**src/rtl/sum_accumulator.sv**
```systemverilog
// Accumulates a burst of COUNT {cout, sum} adder results into an ACC_W-bit total behind valid/ready.
// Build option: define SUM_ACC_SATURATE_EN to clamp the total to all ones once it carries out.
module sum_accumulator #(
    parameter int DATA_W = 8,
    parameter int ACC_W  = 16,
    parameter int COUNT  = 4
) (
    input  logic              clk,
    input  logic              rst_n,
    input  logic              start,
    input  logic [DATA_W-1:0] in_sum,
    input  logic              in_cout,
    input  logic              in_valid,
    output logic              in_ready,
    output logic [ACC_W-1:0]  acc_out,
    output logic              acc_valid,
    input  logic              acc_ready,
    output logic              overflow,
    output logic              busy
);

    localparam int CNT_W = $clog2(COUNT + 1);
    localparam logic [CNT_W-1:0] LAST = CNT_W'(COUNT - 1);

    typedef enum logic [1:0] {
        IDLE  = 2'd0,
        ACCUM = 2'd1,
        HOLD  = 2'd2
    } state_t;

    state_t           state_reg;
    logic [ACC_W-1:0] acc_reg;
    logic [CNT_W-1:0] count_reg;
    logic             overflow_reg;
    logic             acc_valid_reg;
    logic             busy_reg;

    logic [ACC_W:0]   operand;
    logic [ACC_W:0]   sum;
    logic [ACC_W-1:0] acc_next;
    logic             accept;

    // The carry becomes operand bit DATA_W; everything above is zero.
    assign operand  = {{(ACC_W - DATA_W){1'b0}}, in_cout, in_sum};
    assign sum      = {1'b0, acc_reg} + operand;
    assign in_ready = (state_reg == ACCUM);
    assign accept   = in_ready && in_valid;

`ifdef SUM_ACC_SATURATE_EN
    // Once the burst has carried out, the total stays pinned at full scale.
    assign acc_next = (sum[ACC_W] || overflow_reg) ? {ACC_W{1'b1}} : sum[ACC_W-1:0];
`else
    assign acc_next = sum[ACC_W-1:0];
`endif

    always_ff @(posedge clk or negedge rst_n) begin
        if (!rst_n) begin
            state_reg     <= IDLE;
            acc_reg       <= '0;
            count_reg     <= '0;
            overflow_reg  <= 1'b0;
            acc_valid_reg <= 1'b0;
            busy_reg      <= 1'b0;
        end else begin
            case (state_reg)
                IDLE: begin
                    if (start) begin
                        acc_reg      <= '0;
                        count_reg    <= '0;
                        overflow_reg <= 1'b0;
                        busy_reg     <= 1'b1;
                        state_reg    <= ACCUM;
                    end
                end
                ACCUM: begin
                    if (accept) begin
                        acc_reg      <= acc_next;
                        overflow_reg <= overflow_reg | sum[ACC_W];
                        count_reg    <= count_reg + 1'b1;
                        // Result is flagged on the same edge that takes the final operand.
                        if (count_reg == LAST) begin
                            acc_valid_reg <= 1'b1;
                            state_reg     <= HOLD;
                        end
                    end
                end
                HOLD: begin
                    if (acc_ready) begin
                        acc_valid_reg <= 1'b0;
                        busy_reg      <= 1'b0;
                        state_reg     <= IDLE;
                    end
                end
                default: begin
                    acc_valid_reg <= 1'b0;
                    busy_reg      <= 1'b0;
                    state_reg     <= IDLE;
                end
            endcase
        end
    end

    assign acc_out   = acc_reg;
    assign acc_valid = acc_valid_reg;
    assign overflow  = overflow_reg;
    assign busy      = busy_reg;

endmodule

```
**config.mk**
```make
export PLATFORM = sky130hd
export DESIGN_NAME = sum_accumulator
export DESIGN_NICKNAME = d
export VERILOG_FILES = /design/src/rtl/sum_accumulator.sv
export SDC_FILE = /design/constraint.sdc
export NUM_CORES = 1
export LEC_CHECK = 0
export ABC_CLOCK_PERIOD_IN_PS = 2180
export CAP_MARGIN = 30
export CORE_MARGIN = 4
export CORE_UTILIZATION = 45
export CTS_CLUSTER_DIAMETER = 50
export DETAILED_ROUTE_END_ITERATION = 6
export GPL_ROUTABILITY_DRIVEN = 0
export PLACE_DENSITY = 0.73
export SYNTH_ARGS = -nofsm -noshare
export SYNTH_HDL_FRONTEND = slang
export SYNTH_SLANG_ARGS = --single-unit
```
**constraint.sdc**
```tcl
create_clock -name clk -period 2.18 [get_ports clk]
set_input_delay 0.436 -clock clk [delete_from_list [all_inputs] [get_ports clk]]
set_output_delay 0.436 -clock clk [all_outputs]
set_load 0.01 [all_outputs]
```
# [Word-level counts from Yosys, hierarchy flattened]
# Index checks and enable logic that the tools add are counted.
[word_totals] ff_bits=24 inputBits=14 out_inout_bits=20 wordCells=45
[classes] n_bitwise=3 eq_ne=7 n_addsub=2 n_reduce_logical=7 n_mux=20
[ops] cell="$mux 16" count=2
[ops] cell="$pmux 16 s2" count=1
[ops] cell="$add 16x9->17" count=1
[ops] cell="$mux 2" count=4
[ops] cell="$reduce_and 4->1" count=2
[ops] cell="$mux 1" count=6
[ops] cell="$mux 3" count=2
[ops] cell="$pmux 1 s3" count=2
[ops] cell="$pmux 2 s3" count=1
[ops] cell="$pmux 3 s2" count=1
[ops] cell="$reduce_and 3->1" count=2
[ops] cell="$ne 2x1->1 const B" count=2
[ops] cell="$ne 2x2->1 const B" count=2
[ops] cell="$add 3x1->3 const B" count=1
[ops] cell="$eq 3x2->1 const B" count=1
[ops] cell="$eq 2x1->1 const B" count=1
[ops] cell="$eq 2x2->1 const B" count=1
[ops] cell="$logic_not 2->1" count=1
[ops] cell="$not 1->1" count=2
[ops] cell="$pmux 1 s2" count=1
[ops] cell="$reduce_bool 2->1" count=1
[ops] cell="$logic_and 1x1->1" count=1
[ops] cell="$or 1x1->1" count=1

# [Longest topological paths before layout]
# Gate-level depths: netlist of run 1.
[depth] ltp_word=4 mapped_depth=8 ltp_nobuf=8

# [Worst setup path before layout of run 1]
# No wires, ideal clock.
[synth_path] path_type="input to register" start="input in_sum[0]" end="register acc_reg[6], in the netlist acc_out[6]" stages=8 slack_ps=96 required_time_ps=2058 path_buffers=0 setup_time_ps=122 arrival_ps=1962 path_cell_list="ha_1 -> inv_1 -> fa_1 -> nor2b_4 -> o31a_1 -> o21a_1 -> or3_1 -> a32o_1"
[synth_via] elab_chain_len=3
[synth_lines] item="from (decl)" line="11" rtl="input logic [DATA_W-1:0] in_sum,"
[synth_lines] item="$add 16x9->17" line="45" rtl="assign sum = {1'b0, acc_reg} + operand;"
[synth_lines] item="$mux 16" line="76" rtl="if (accept) begin"
[synth_lines] item="$pmux 16 s2" line="65" rtl="case (state_reg)"
[synth_lines] item="to (signal assigned)" line="77" rtl="acc_reg <= acc_next;"
[synth_lines] item="to (decl)" line="32" rtl="logic [ACC_W-1:0] acc_reg;"
# No other way between the ends. The select of a mux whose other input is x is not followed.
# A chain may end at the register's enable or synchronous reset.

# [Worst setup path after layout of run 1]
[layout_path] start="input in_sum[0]" end="register acc_reg[8], in the netlist acc_out[8]"
# Same word-level chain as after synthesis.

==> impl_metrics.ini, run 1 <==
[status]
status = finished, final reports clean

[setup_path]
path_delay_family = compound AO/OA/AOI/OAI gates
crit_arrival_ns = 2.33
crit_slowest_cell = o41ai_1
crit_buf_inv = 2
start_kind = primary input
critPathMaxStageDelay_ns = 0.43
crit_path_end_kind = register
crit_type = in -> reg
worst-path-max-fanout = 4
required_ns = 2.39
r2r_slack_ns = 0.13
worstPathCellList = clkdlybuf4s50_1, ha_2, inv_2, fa_2, nor2b_4, o31a_1, o41ai_1, xor2_1, o21ai_0

[synthesis]
syn_inst = 153
ys_warn_count = 0
avgSynthCellArea_um2 = 9.617
synth_edf_count = 0
synth_area_um2 = 1471
ys.flop_type = dfrtp_1
ys_ff_latch = 24
synth_area_leaders = dfrtp_1, ha_1, o21ai_0
async_reset_ff_share_pct = 100.0
netlist.area_leader.share_pct = 40.82
synth_nets = 179
synth_top_cell_by_area = dfrtp_1
ys_types = 43
yosysMostFrequentCell = dfrtp_1
yosysSeqAreaShare_pct = 40.82
synthTopCellsByCount = dfrtp_1, nand2_1, o21ai_0, ha_1

[power_and_ir_drop]
powerDensity_nw_per_um2 = 1163
p_leak_nw = 0.9134
peakVddDrop_v = 0.0006197

[job]
drv_cap = 0

[final_layout]
area_delta_synth_final_pct = 36.65
drive_gt1_share_pct = 13.66
fillCellCount = 288
diodes = 0
stdcell_area_um2 = 2011
utilization_pct = 64.80
layout.cells.non_filler = 249
nNetsFinal = 233
largest_reg_flops = 16

[floorplan]
ioPinCount = 34
die-height_um = 65.18
start_util_pct = 47.42
core-area_um2 = 3103
die_area_um2 = 4248
die_x_um = 65.18
core.rowCount = 20

[grt]
grt_pass1_wl_mm = 6.417
grt_max_degree = 25
grt_pass1_vias = 1358
antenna_found_initial = 0
gr-usage-all-layers_pct = 19.45
grt_overflow_total = 0

[detailed_routing]
via_count = 1362
highest-signal-layer = met4
drt-total-wl_mm = 3.660
drt-met1-wl_mm = 1.600
wl_met3_um = 169
dr_wl_met2_mm = 1.839
drc_errors = 0
postRouteAntennaNets = 0
drtPass1Iterations = 5
avgViaCountPerCell = 5.470
drt_iter0_markers = 114
routedWlPerCell_um = 14.70

[timing]
fmax_mhz = 470.4
fin_skew_ns = 0.003372
maxSlewViolCount = 0
worst_slew_pin_slew_ns = 0.8296
slew_headroom_pct = 44.49
fin_crit_sh_pct = 97.53
finalHoldViolCount = 0
setup_viol = 0
period_minus_slack_ns = 2.126
rsz0062_at_grt = true

[cts]
cts_tree = built
cts_buffers = 3
clk_latency_ns = 0.32
clock-sinks = 24
clk_pin_slew_ns = 0.13
cts-root-buf = clkbuf_4
htree_levels = 1
cts_buffer_depth = 2

[placement]
placed_area_um2 = 1967
port_buffers = 33
hpwl_mm = 2.816
dp_cells = 244

[hold_path]
min_path_type = in -> async
==> routing by layer <==
metal / track usage (%) / vias to the layer above
met5: 0 / -
met4: 5.440 / 0
met3: 2.906 / 5
met2: 34.26 / 39
met1: 24.65 / 646
li1: - / 672
==> worst reg2reg max path, stage by stage, from the launching register on <==
cell     delay [ns]
dfrtp_1        0.42
ha_2           0.20
inv_2          0.05
fa_2           0.22
nor2b_4        0.05
o31a_1         0.29
o41ai_1        0.43
xor2_1         0.18
o21ai_0        0.09
==> layout by cell type (no fill, tap or decap), types with 3 or more instances in the layout <==
master           instances
buf_4                   19
a31oi_1                  4
mux2i_1                  5
a22o_1                   3
nand3_1                  4
xor2_1                   4
dfrtp_1                 24
nand2_1                 19
clkdlybuf4s50_1         33
clkbuf_4                 3
o21ai_0                 14
a21o_1                   3
nor2_1                   8
a21oi_1                  8
o21a_1                   3
inv_1                    6
a211oi_1                 3
ha_1                    10
==> stage by stage <==
step | setup TNS [ns] | setup WS, ns | hold WS [ns] | power (mW)
4_1_cts | 0 | 0.003303 | 0.4621 | 2.345
5_1_grt | -0.09623 | -0.04155 | 0.4536 | 2.548
6_report | 0 | 0.05393 | 0.4514 | 2.337
2_1_floorplan | 0 | 0.09623 | 0.1404 | 1.516
3_5_place_dp | -3.143 | -0.3948 | 0.4856 | 2.114
3_3_place_gp | -2.759 | -0.3706 | 0.4628 | 2.061
==> path summary, 6_finish.rpt <==
check	startpoint	end	depth (start not counted)
max in group asynchronous	rst_n	acc_out[3]$_DFFE_PN0P_	2
hold reg to reg	count_reg[2]$_DFFE_PN0P_	count_reg[2]$_DFFE_PN0P_	2
min in group clk	count_reg[2]$_DFFE_PN0P_	count_reg[2]$_DFFE_PN0P_	2
setup / recovery	in_sum[0]	acc_out[8]$_DFFE_PN0P_	9
hold / removal	rst_n	acc_out[1]$_DFFE_PN0P_	2
setup reg to reg	acc_out[0]$_DFFE_PN0P_	acc_out[8]$_DFFE_PN0P_	8
==> where the power goes <==
part	total, mW	leakage (nW)	internal [mW]	switching, mW
clock	0.202	0.0138	0.0649	0.137
sequential	0.723	0.305	0.589	0.133
combinational	1.41	0.595	0.736	0.677
==> repair_timing <==
item,4_1_cts,5_1_grt
pin swaps,5,3
setup endpoints to repair,4,8
resized for setup,3,2
setup buffers,2,0
hold buffers,0,0
==> cell type report <==
type | count | area, um^2 | area share, %
Clock buffer | 3 | 22.52 | 1.120
Inverter | 7 | 26.28 | 1.307
Multi-Input combinational cell | 119 | 833.3 | 41.44
Sequential cell | 24 | 600.6 | 29.87
Tap cell | 44 | 55.05 | 2.738
Timing Repair Buffer | 52 | 473.0 | 23.52
==> logic make-up (layout without fill, tap and decap cells) <==
family / after synthesis / after routing / synth area share [%]
fa+ha+maj: 12 / 12 / 10.71
flops: 24 / 24 / 40.82
compound gates: 54 / 54 / 24.41
simple gates: 43 / 43 / 14.71
buf+inv: 10 / 62 / 2.976
xor+xnor: 5 / 5 / 2.976
mux: 5 / 5 / 3.401
Note: power is estimated with default switching activity, not from simulation.
==> inputs of run 2 (changes only) <==
--- a/config.mk
+++ b/config.mk
@@ -9,10 +9,9 @@
 export CAP_MARGIN = 30
 export CORE_MARGIN = 4
 export CORE_UTILIZATION = 45
-export CTS_CLUSTER_DIAMETER = 50
 export DETAILED_ROUTE_END_ITERATION = 6
 export GPL_ROUTABILITY_DRIVEN = 0
-export PLACE_DENSITY = 0.73
+export PLACE_DENSITY = 0.8
 export SYNTH_ARGS = -nofsm -noshare
 export SYNTH_HDL_FRONTEND = slang
 export SYNTH_SLANG_ARGS = --single-unit
==> run 2 against run 1 <==
Clock skew barely moved. Sequential cell count unchanged. Clock power rose by 17%. Final cell count unchanged. Combinational power hardly changed. Die area stayed put. Sequential share of layout area fell by 0.20 points. Critical path depth unchanged. Non-clock buffer count shrank 1. Power rose by 1.7%. Critical endpoint is now acc_out[6]$_DFFE_PN0P_. Maximum frequency is 0.56% higher.
==> impl_metrics.ini, run 2 (synthesized netlist as in run 1, its figures left out) <==
[power_and_ir_drop]
p_int_mw = 1.424
powerDensity_nw_per_um2 = 1174
pwr-share-seq_pct = 30.7
switching_power_uw = 952.1
combinationalPowerShare_pct = 59.3
power.share.switching_pct = 40.07
p_leak_nw = 0.9150
peakVddDrop_v = 0.0004809
pwr-share-clk_pct = 10.0

[cts]
cts_buffers = 3
clock-sinks = 24
clk_pin_slew_ns = 0.13
htree_levels = 1
cts_buffer_depth = 2
cts-root-buf = clkbuf_4
cts_hold_buf = 0
post_cts_buffers = 0
clk_latency_ns = 0.31
cts_tree = built

[timing]
hold_slack_ns = 0.4711
fin_crit_sh_pct = 96.99
setup_viol = 0
worst_slew_pin_slew_ns = 0.3714
finalSetupTns_ns = 0
rsz0062_at_grt = true
period_minus_slack_ns = 2.114
finalHoldViolCount = 0
slew_headroom_pct = 74.91
fmax_mhz = 473.0
fin_skew_ns = 0.003692
fin_ws_ns = 0.06569
maxSlewViolCount = 0

[final_layout]
drive_gt1_share_pct = 14.63
utilization_pct = 65.24
largest_reg_flops = 16
nNetsFinal = 232
mostFrequentLayoutCell = clkdlybuf4s50_1
layout_common_cells = clkdlybuf4s50_1, dfrtp_1, nand2_1
diodes = 0
area_delta_synth_final_pct = 37.58
fillCellCount = 283

[grt]
use_met2_pct = 33.12
gr-usage-all-layers_pct = 18.39
top_usage_layer = met2
grt_max_degree = 25
grt_pass1_wl_mm = 6.203
grt_pass1_vias = 1410
use_met1_pct = 21.96
grt_overflow_total = 0
antenna_found_initial = 0
use_met3_pct = 3.761

[floorplan]
start_util_pct = 47.42
ioPinCount = 34
core-area_um2 = 3103
die_x_um = 65.18
die_area_um2 = 4248
core.rowCount = 20
die-height_um = 65.18

[detailed_routing]
avgViaCountPerCell = 5.502
drt-total-wl_mm = 3.662
drt_iter0_markers = 67
via_count = 1370
drc_errors = 0
drtPass1Iterations = 4
routedWlPerCell_um = 14.71
postRouteAntennaNets = 0

[setup_path]
crit_type = in -> reg
required_ns = 2.40
crit_arrival_ns = 2.33
crit_path_end_kind = register
r2r_slack_ns = 0.16
critPathMaxStageDelay_ns = 0.41
worstPathCellList = clkdlybuf4s50_1, ha_2, inv_2, fa_2, nor2b_4, o31a_1, o21a_1, or3_1, a32o_1
crit_slowest_cell = clkdlybuf4s50_1
start_kind = primary input
worst-path-max-fanout = 4

[status]
status = finished, final reports clean

[hold_path]
min_path_type = in -> async

[placement]
port_buffers = 33
hpwl_mm = 2.774
place_ws_ns = -0.3727

[job]
drv_cap = 0
[run 2: cell types whose count changed in the layout (fill, tap and decap cells not counted), sizes merged]
cell and delta:
clkbuf +1, buf -1
[run 2: final cells by class]
class / count / area [um^2] / share of cell area [%]
clock buffer: 4 / 36.28 / 1.792
timing repair buffer: 51 / 465.4 / 22.99
sequential: 24 / 600.6 / 29.67
tap: 44 / 55.05 / 2.719
inverter: 7 / 26.28 / 1.298
multi-input combinational: 119 / 840.8 / 41.53
[run 2: power groups by stage]
stage	logic (mW)	clock network (mW)	registers, mW
detailed placement	1.39	0	0.734
finish	1.41	0.237	0.729
CTS	1.40	0.247	0.728
global route	1.55	0.272	0.753
global placement	1.33	0	0.721
floorplan	0.769	0	0.747
[run 2: timing repair]
action,4_1_cts,5_1_grt
pin swaps,5,3
resized for setup,3,4
setup endpoints to repair,3,9
[run 2: worst paths after layout]
kind | start | to | cells after the start
max | in_sum[0] | acc_out[6]$_DFFE_PN0P_ | 9
min | rst_n | acc_out[8]$_DFFE_PN0P_ | 2
max reg2reg | acc_out[0]$_DFFE_PN0P_ | acc_out[6]$_DFFE_PN0P_ | 8
min reg2reg | count_reg[0]$_DFFE_PN0P_ | count_reg[0]$_DFFE_PN0P_ | 1
max in group asynchronous | rst_n | state_reg[1]$_DFFE_PN0P_ | 2
min in group clk | count_reg[0]$_DFFE_PN0P_ | count_reg[0]$_DFFE_PN0P_ | 1
[run 2: worst max-delay path, delay by kind of cell]
family	cells	cell delay, ns
and+or+nand+nor	2	0.35
buffers and inverters	2	0.46
adders and majority gates	2	0.40
AOI/OAI and AO/OA	3	0.69
[run 2: layer usage]
metal / up-vias / part of all wire [%]
met5: - / 0
met4: 0 / 0.63
met3: 4 / 4.9
met2: 42 / 50
met1: 654 / 45
li1: 670 / -
[run 2: through the flow]
step                      instance area [um^2]  instances  power (mW)
final                                     2024        249       2.376
after global routing                      2024        249       2.574
after CTS                                 2016        249       2.379
after detailed placement                  1974        245       2.125
after global placement                    1974        245       2.053
after floorplan                           1471        153       1.516
==> inputs of run 3 (changes only) <==
--- a/config.mk
+++ b/config.mk
@@ -9,6 +9,7 @@
 export CAP_MARGIN = 30
 export CORE_MARGIN = 4
 export CORE_UTILIZATION = 45
+export CTS_BUF_LIST = sky130_fd_sc_hd__clkbuf_2 sky130_fd_sc_hd__clkbuf_4 sky130_fd_sc_hd__clkbuf_8
 export DETAILED_ROUTE_END_ITERATION = 6
 export GPL_ROUTABILITY_DRIVEN = 0
 export PLACE_DENSITY = 0.8
==> results of run 3 <==
The final DEF is identical to that of run 2; final timing and power are the same.
